--- src/rtl/wb_ddr3_arbiter.sv ---
// rtl/wb_ddr3_arbiter.sv - two-master round-robin pipelined Wishbone arbiter in front of the DDR3 controller port
module wb_ddr3_arbiter #(
    parameter int ADDR_W  = 32,
    parameter int DATA_W  = 64,
    parameter int SEL_W   = DATA_W / 8,
    parameter int MAX_OUT = 4,
    parameter int TIMEOUT = 1024
) (
    input  logic              clock,
    input  logic              reset,
    input  logic              m0_wb_cyc,
    input  logic              m0_wb_stb,
    input  logic              m0_wb_we,
    input  logic [ADDR_W-1:0] m0_wb_addr,
    input  logic [DATA_W-1:0] m0_wb_data,
    input  logic [SEL_W-1:0]  m0_wb_sel,
    output logic              m0_wb_stall,
    output logic              m0_wb_ack,
    output logic              m0_wb_err,
    output logic [DATA_W-1:0] m0_wb_rdata,
    input  logic              m1_wb_cyc,
    input  logic              m1_wb_stb,
    input  logic              m1_wb_we,
    input  logic [ADDR_W-1:0] m1_wb_addr,
    input  logic [DATA_W-1:0] m1_wb_data,
    input  logic [SEL_W-1:0]  m1_wb_sel,
    output logic              m1_wb_stall,
    output logic              m1_wb_ack,
    output logic              m1_wb_err,
    output logic [DATA_W-1:0] m1_wb_rdata,
    output logic              s_wb_cyc,
    output logic              s_wb_stb,
    output logic              s_wb_we,
    output logic [ADDR_W-1:0] s_wb_addr,
    output logic [DATA_W-1:0] s_wb_data,
    output logic [SEL_W-1:0]  s_wb_sel,
    input  logic              s_wb_stall,
    input  logic              s_wb_ack,
    input  logic              s_wb_err,
    input  logic [DATA_W-1:0] s_wb_rdata
);

    localparam int OUT_W = $clog2(MAX_OUT + 1);
    localparam int TMR_W = $clog2(TIMEOUT);
    localparam logic [OUT_W-1:0] OUT_CAP  = OUT_W'(MAX_OUT);
    localparam logic [TMR_W-1:0] TMR_LAST = TMR_W'(TIMEOUT - 1);

    typedef enum logic [1:0] {ST_IDLE, ST_BUSY, ST_ABORT} state_t;

    state_t             state_q, state_d;
    logic               owner_q, owner_d;
    logic               last_q, last_d;
    logic [OUT_W-1:0]   out_q, out_d;
    logic [TMR_W-1:0]   timer_q, timer_d;

    logic               own_cyc, own_stb;
    logic               own_stall, own_ack, own_err;
    logic               cyc_c, stb_c, accept, resp, at_cap;

    always_ff @(posedge clock) begin
        if (reset) begin
            state_q <= ST_IDLE;
            owner_q <= 1'b0;
            last_q  <= 1'b1;
            out_q   <= '0;
            timer_q <= '0;
        end else begin
            state_q <= state_d;
            owner_q <= owner_d;
            last_q  <= last_d;
            out_q   <= out_d;
            timer_q <= timer_d;
        end
    end

    always_comb begin
        state_d   = state_q;
        owner_d   = owner_q;
        last_d    = last_q;
        out_d     = out_q;
        timer_d   = timer_q;
        cyc_c     = 1'b0;
        stb_c     = 1'b0;
        own_stall = 1'b1;
        own_ack   = 1'b0;
        own_err   = 1'b0;
        accept    = 1'b0;
        resp      = 1'b0;
        own_cyc   = owner_q ? m1_wb_cyc : m0_wb_cyc;
        own_stb   = owner_q ? m1_wb_stb : m0_wb_stb;
        at_cap    = (out_q == OUT_CAP);

        // Outputs are forced to their idle values while reset is held.
        if (!reset) begin
            case (state_q)
                ST_IDLE: begin
                    out_d   = '0;
                    timer_d = '0;
                    if (m0_wb_cyc || m1_wb_cyc) begin
                        owner_d = (m0_wb_cyc && m1_wb_cyc) ? !last_q : m1_wb_cyc;
                        last_d  = owner_d;
                        state_d = ST_BUSY;
                    end
                end
                ST_BUSY: begin
                    if (!own_cyc) begin
                        state_d = ST_IDLE;
                        out_d   = '0;
                        timer_d = '0;
                    end else begin
                        cyc_c     = 1'b1;
                        stb_c     = own_stb && !at_cap;
                        own_stall = s_wb_stall || at_cap;
                        own_ack   = s_wb_ack;
                        own_err   = s_wb_err;
                        accept    = stb_c && !s_wb_stall;
                        resp      = s_wb_ack || s_wb_err;
                        if (accept && !resp) begin
                            out_d = out_q + OUT_W'(1);
                        end else if (resp && !accept && out_q != '0) begin
                            out_d = out_q - OUT_W'(1);
                        end
                        // Activity counts as the first waited cycle so err lands TIMEOUT cycles after it.
                        if (out_d == '0) begin
                            timer_d = '0;
                        end else if (accept || resp) begin
                            timer_d = TMR_W'(1);
                        end else if (timer_q == TMR_LAST) begin
                            state_d = ST_ABORT;
                            timer_d = '0;
                        end else begin
                            timer_d = timer_q + TMR_W'(1);
                        end
                    end
                end
                ST_ABORT: begin
                    own_err = 1'b1;
                    state_d = ST_IDLE;
                    out_d   = '0;
                    timer_d = '0;
                end
                default: begin
                    state_d = ST_IDLE;
                    out_d   = '0;
                    timer_d = '0;
                end
            endcase
        end
    end

    assign s_wb_cyc    = cyc_c;
    assign s_wb_stb    = stb_c;
    assign s_wb_we     = owner_q ? m1_wb_we   : m0_wb_we;
    assign s_wb_addr   = owner_q ? m1_wb_addr : m0_wb_addr;
    assign s_wb_data   = owner_q ? m1_wb_data : m0_wb_data;
    assign s_wb_sel    = owner_q ? m1_wb_sel  : m0_wb_sel;

    assign m0_wb_stall = owner_q ? 1'b1 : own_stall;
    assign m0_wb_ack   = !owner_q && own_ack;
    assign m0_wb_err   = !owner_q && own_err;
    assign m0_wb_rdata = s_wb_rdata;
    assign m1_wb_stall = owner_q ? own_stall : 1'b1;
    assign m1_wb_ack   = owner_q && own_ack;
    assign m1_wb_err   = owner_q && own_err;
    assign m1_wb_rdata = s_wb_rdata;

endmodule

--- config.mk ---
export PLATFORM = sky130hd
export DESIGN_NAME = wb_ddr3_arbiter
export DESIGN_NICKNAME = d
export VERILOG_FILES = /design/src/rtl/wb_ddr3_arbiter.sv
export SDC_FILE = /design/constraint.sdc
export NUM_CORES = 1
export LEC_CHECK = 0
export CORE_AREA = 3 3 205 207
export DETAILED_ROUTE_END_ITERATION = 10
export DIE_AREA = 0 0 208 210
export PLACE_DENSITY = 0.45
export SLEW_MARGIN = 15
export SYNTH_ARGS = -nofsm -noshare
export SYNTH_HDL_FRONTEND = slang
export SYNTH_SLANG_ARGS = --single-unit
--- constraint.sdc ---
create_clock -name clock -period 3.98 [get_ports clock]
set_input_delay 0.398 -clock clock [delete_from_list [all_inputs] [get_ports clock]]
set_output_delay 0.398 -clock clock [all_outputs]
set_load 0.02 [all_outputs]
==> impl_metrics.tcl <==
set metrics [dict create \
    swShare 0.3384 \
    cts_tree "built" \
    end_kind "output port" \
    die_h_um 210 \
    layout_setup_ws_ps 1011 \
    maxSlewViolCount 0 \
    path_clk_slew_ps 50 \
    drtIter0Drc 54 \
    crit_path_max_fanout 7 \
    period_share 0.7459 \
    synth_common_cells "128 x buf_4, 100 x mux2_2, 22 x nor2_1" \
    ys_warn_count 0 \
    clk_latency_ps 240 \
    p_per_area_mw_per_mm2 185.2 \
    numCtsBuffers 3 \
    grt_first_pass_wirelength_um 24790 \
    slew_headroom 0.6040 \
    drive_gt1_frac 0.1941 \
    yosys_register_bits 17 \
    rsz0062_at_grt "no" \
    core_mm2 0.04055 \
    synth_largest_area_cell "mux2_2" \
    ant_nets 0 \
    power_frac_seq 0.155 \
    skew_ps 1.154 \
    io_pins 524 \
    worst_ep_arrival_time_ps 2570 \
    cts_hold_repair.buffers 0 \
    gr-total-overflow 0 \
    htreeDepth 1 \
    dp_slack_ps 1002 \
    nNetsFinal 863 \
    worst_slew_pin_slew_ps 594.0 \
    finalCriticalPeriod_ps 2969 \
    post_cts_buffers 0 \
    syn-cell-area_mm2 0.003256 \
    worstSetupStartpointType "input pin" \
    num_rows 74 \
    antenna_found_initial 1 \
    start_util 0.08028 \
    wirelength_um 18260 \
    stdcell_area_mm2 0.006326 \
    gp_congestion 0.6981 \
    grt_max_degree 59 \
    place_area_mm2 0.006245 \
    ctsResizeCount 0 \
    max_freq_mhz 336.9 \
    hp-start "last_q" \
    clockPowerShare 0.169 \
    first_global_vias 3500 \
    cp_data_required_time_ps 3580 \
    io_buffers 331 \
    rrSetupSlack_ps 1490 \
    ff2ff_path_depth 8 \
    syn_avg_cell_area_um2 8.636 \
    grt_usage 0.07677 \
    syn_to_final_growth_pct 94.31 \
    max_stage_delay_ps 540 \
    cap_violations 0 \
    cts_buffer_depth 2 \
    dieArea_mm2 0.04368 \
    internal-power_mw 0.7753 \
    async_flop_share 0 \
    p_leak_nw 2.123 \
    dieWidth_um 208 \
    cts-root-buf "clkbuf_16" \
    synth_flop_cell "dfxtp_1" \
    clkSinkCount 17 \
    drc_errors 0 \
    fillerInstances 4631 \
    critical_path.top_delay_family "buffers and inverters" \
    syn-instance-count 377 \
    status "finished clean" \
    firstDrtPassIters 4 \
    holdCritPathClass "flop to flop" \
    synth_edf_count 0 \
    holdPathStages 1 \
    synth_most_common_cell "buf_4" \
    synth_nets 667 \
    crit_type "input pin to output port" \
    wl_per_cell_um 16.52 \
    hold_viol_final 0 \
    vdd_drop_max_mv 0.1309 \
    ys_types 40 \
    path_buf_inv 3 \
    combPwrFrac 0.676 \
    path_cells "clkdlybuf4s50_1 > mux2_1 > nand2_1 > or2_1 > inv_2 > nand2_1 > or3_1 > clkdlybuf4s50_1" \
    power_switching_mw 0.3965 \
    yosysSeqAreaShare 0.1045 \
    dpl.hpwl_um 16410 \
    finalSetupViolCount 0 \
    via_per_inst 2.977 \
    synth_area_leaders "mux2_2 35%, buf_4 30%, dfxtp_1 10%, ha_1 2.7%, nor2_1 2.5%" \
    min_to "last_q" \
    rr_endpoint "state_q[0]" \
    synth_top_cell_area_share 0.3459 \
    crit_slowest_cell "clkdlybuf4s50_1" \
    vias 3290 \
    fin_setup_tns_ps 0 \
    regToRegStartpoint "out_q[0]" \
]
[metrics by stage]
| stage | instances | power, mW | util | hold WS [ps] |
|---|---|---|---|---|
| 6_report | 1105 | 1.172 | 0.1560 | 497.9 |
| 5_1_grt | 1104 | 1.232 | 0.1559 | 535.1 |
| 4_1_cts | 1104 | 1.199 | 0.1559 | 506.2 |
| 3_5_place_dp | 1100 | 0.9889 | 0.1540 | 494.1 |
| 3_3_place_gp | 1100 | 0.9884 | 0.1540 | 498.2 |
| 2_1_floorplan | 377 | 0.6898 | - | 459.5 |
[cells by family after synthesis]
kind of cell | count (synthesis) | synth area share
fa+ha+maj | 7 | 0.02690
buf+inv | 152 | 0.3251
flops | 17 | 0.1045
xor+xnor | 9 | 0.02421
mux | 108 | 0.3770
compound gates | 25 | 0.05611
simple gates | 59 | 0.08609
[worst reg2reg max path: stages, from the launching register on]
cell and delay (ps):
dfxtp_1 380, inv_1 100, ha_1 260, a21oi_1 240, nand2_1 160, a2111o_1 400, a221oi_2 430, o31ai_1 170
a221oi_2 270
[per-layer routing]
layer  wire [µm]  vias up  global-route usage
li1            -     1552                   -
met1        7253     1432             0.09190
met2        8639      302              0.1299
met3        2346        4             0.04108
met4          17        0            0.001395
met5           0        -                   0
[power groups by stage]
stage | logic (mW) | registers [mW] | clock network (mW)
after floorplan | 0.511 | 0.179 | 0
after global placement | 0.802 | 0.187 | 0
after detailed placement | 0.803 | 0.186 | 0
after CTS | 0.808 | 0.183 | 0.208
after global routing | 0.837 | 0.183 | 0.212
final | 0.792 | 0.182 | 0.198
[cell type report]
type / instances / area (µm²) / area share
diodes: 1 / 2.502 / 0.0003956
clock buffers: 4 / 78.83 / 0.01246
inverters: 10 / 37.54 / 0.005934
multi-input cells: 208 / 1857 / 0.2935
flip-flops and latches: 17 / 344.1 / 0.05439
well taps: 532 / 665.6 / 0.1052
repair buffers: 333 / 3341 / 0.5281
[state kept, by name (all words and copies together) (netlist names)]
| signal | flops |
|---|---|
| timer_q | 10 |
| out_q | 3 |
| owner_q | 1 |
| state_q | 2 |
| last_q | 1 |
[placed cells by master, fill, tap and decap left out, drive strengths merged]
cell type / netlist / layout
nor2b: 2 / 2
nor3: 2 / 2
clkdlybuf4s50: 0 / 331
or4b: 2 / 2
mux2i: 1 / 1
o2111ai: 1 / 1
or3: 2 / 2
xor2: 3 / 3
a21oi: 8 / 8
dfxtp: 17 / 17
nor4: 1 / 1
clkbuf: 13 / 4
a2111o: 1 / 1
or2: 2 / 2
nand3: 5 / 5
nor2: 22 / 22
a211o: 1 / 1
nor3b: 1 / 1
buf: 129 / 2
diode: 0 / 1
nand4: 1 / 1
and3: 3 / 3
or4: 1 / 1
ha: 7 / 7
inv: 10 / 10
o31ai: 1 / 1
a221oi: 4 / 4
xnor2: 6 / 6
o21a: 2 / 2
a21o: 1 / 1
a211oi: 1 / 1
nand2: 14 / 14
a311oi: 1 / 1
o21ai: 4 / 4
and2: 1 / 1
mux2: 107 / 107
[worst max path at each step]
stage                     startpoint           to  slack, ps  depth (start not counted)
after floorplan             out_q[0]   state_q[0]       1840                          8
after global placement     m0_wb_cyc  m0_wb_stall        990                          8
after detailed placement   m0_wb_cyc  m0_wb_stall       1000                          8
after CTS                  m0_wb_cyc  m0_wb_stall        990                          8
after global routing       m0_wb_cyc  m0_wb_stall        880                          8
final                      m0_wb_cyc  m0_wb_stall       1010                          8
(Power assumes the default switching activity.)
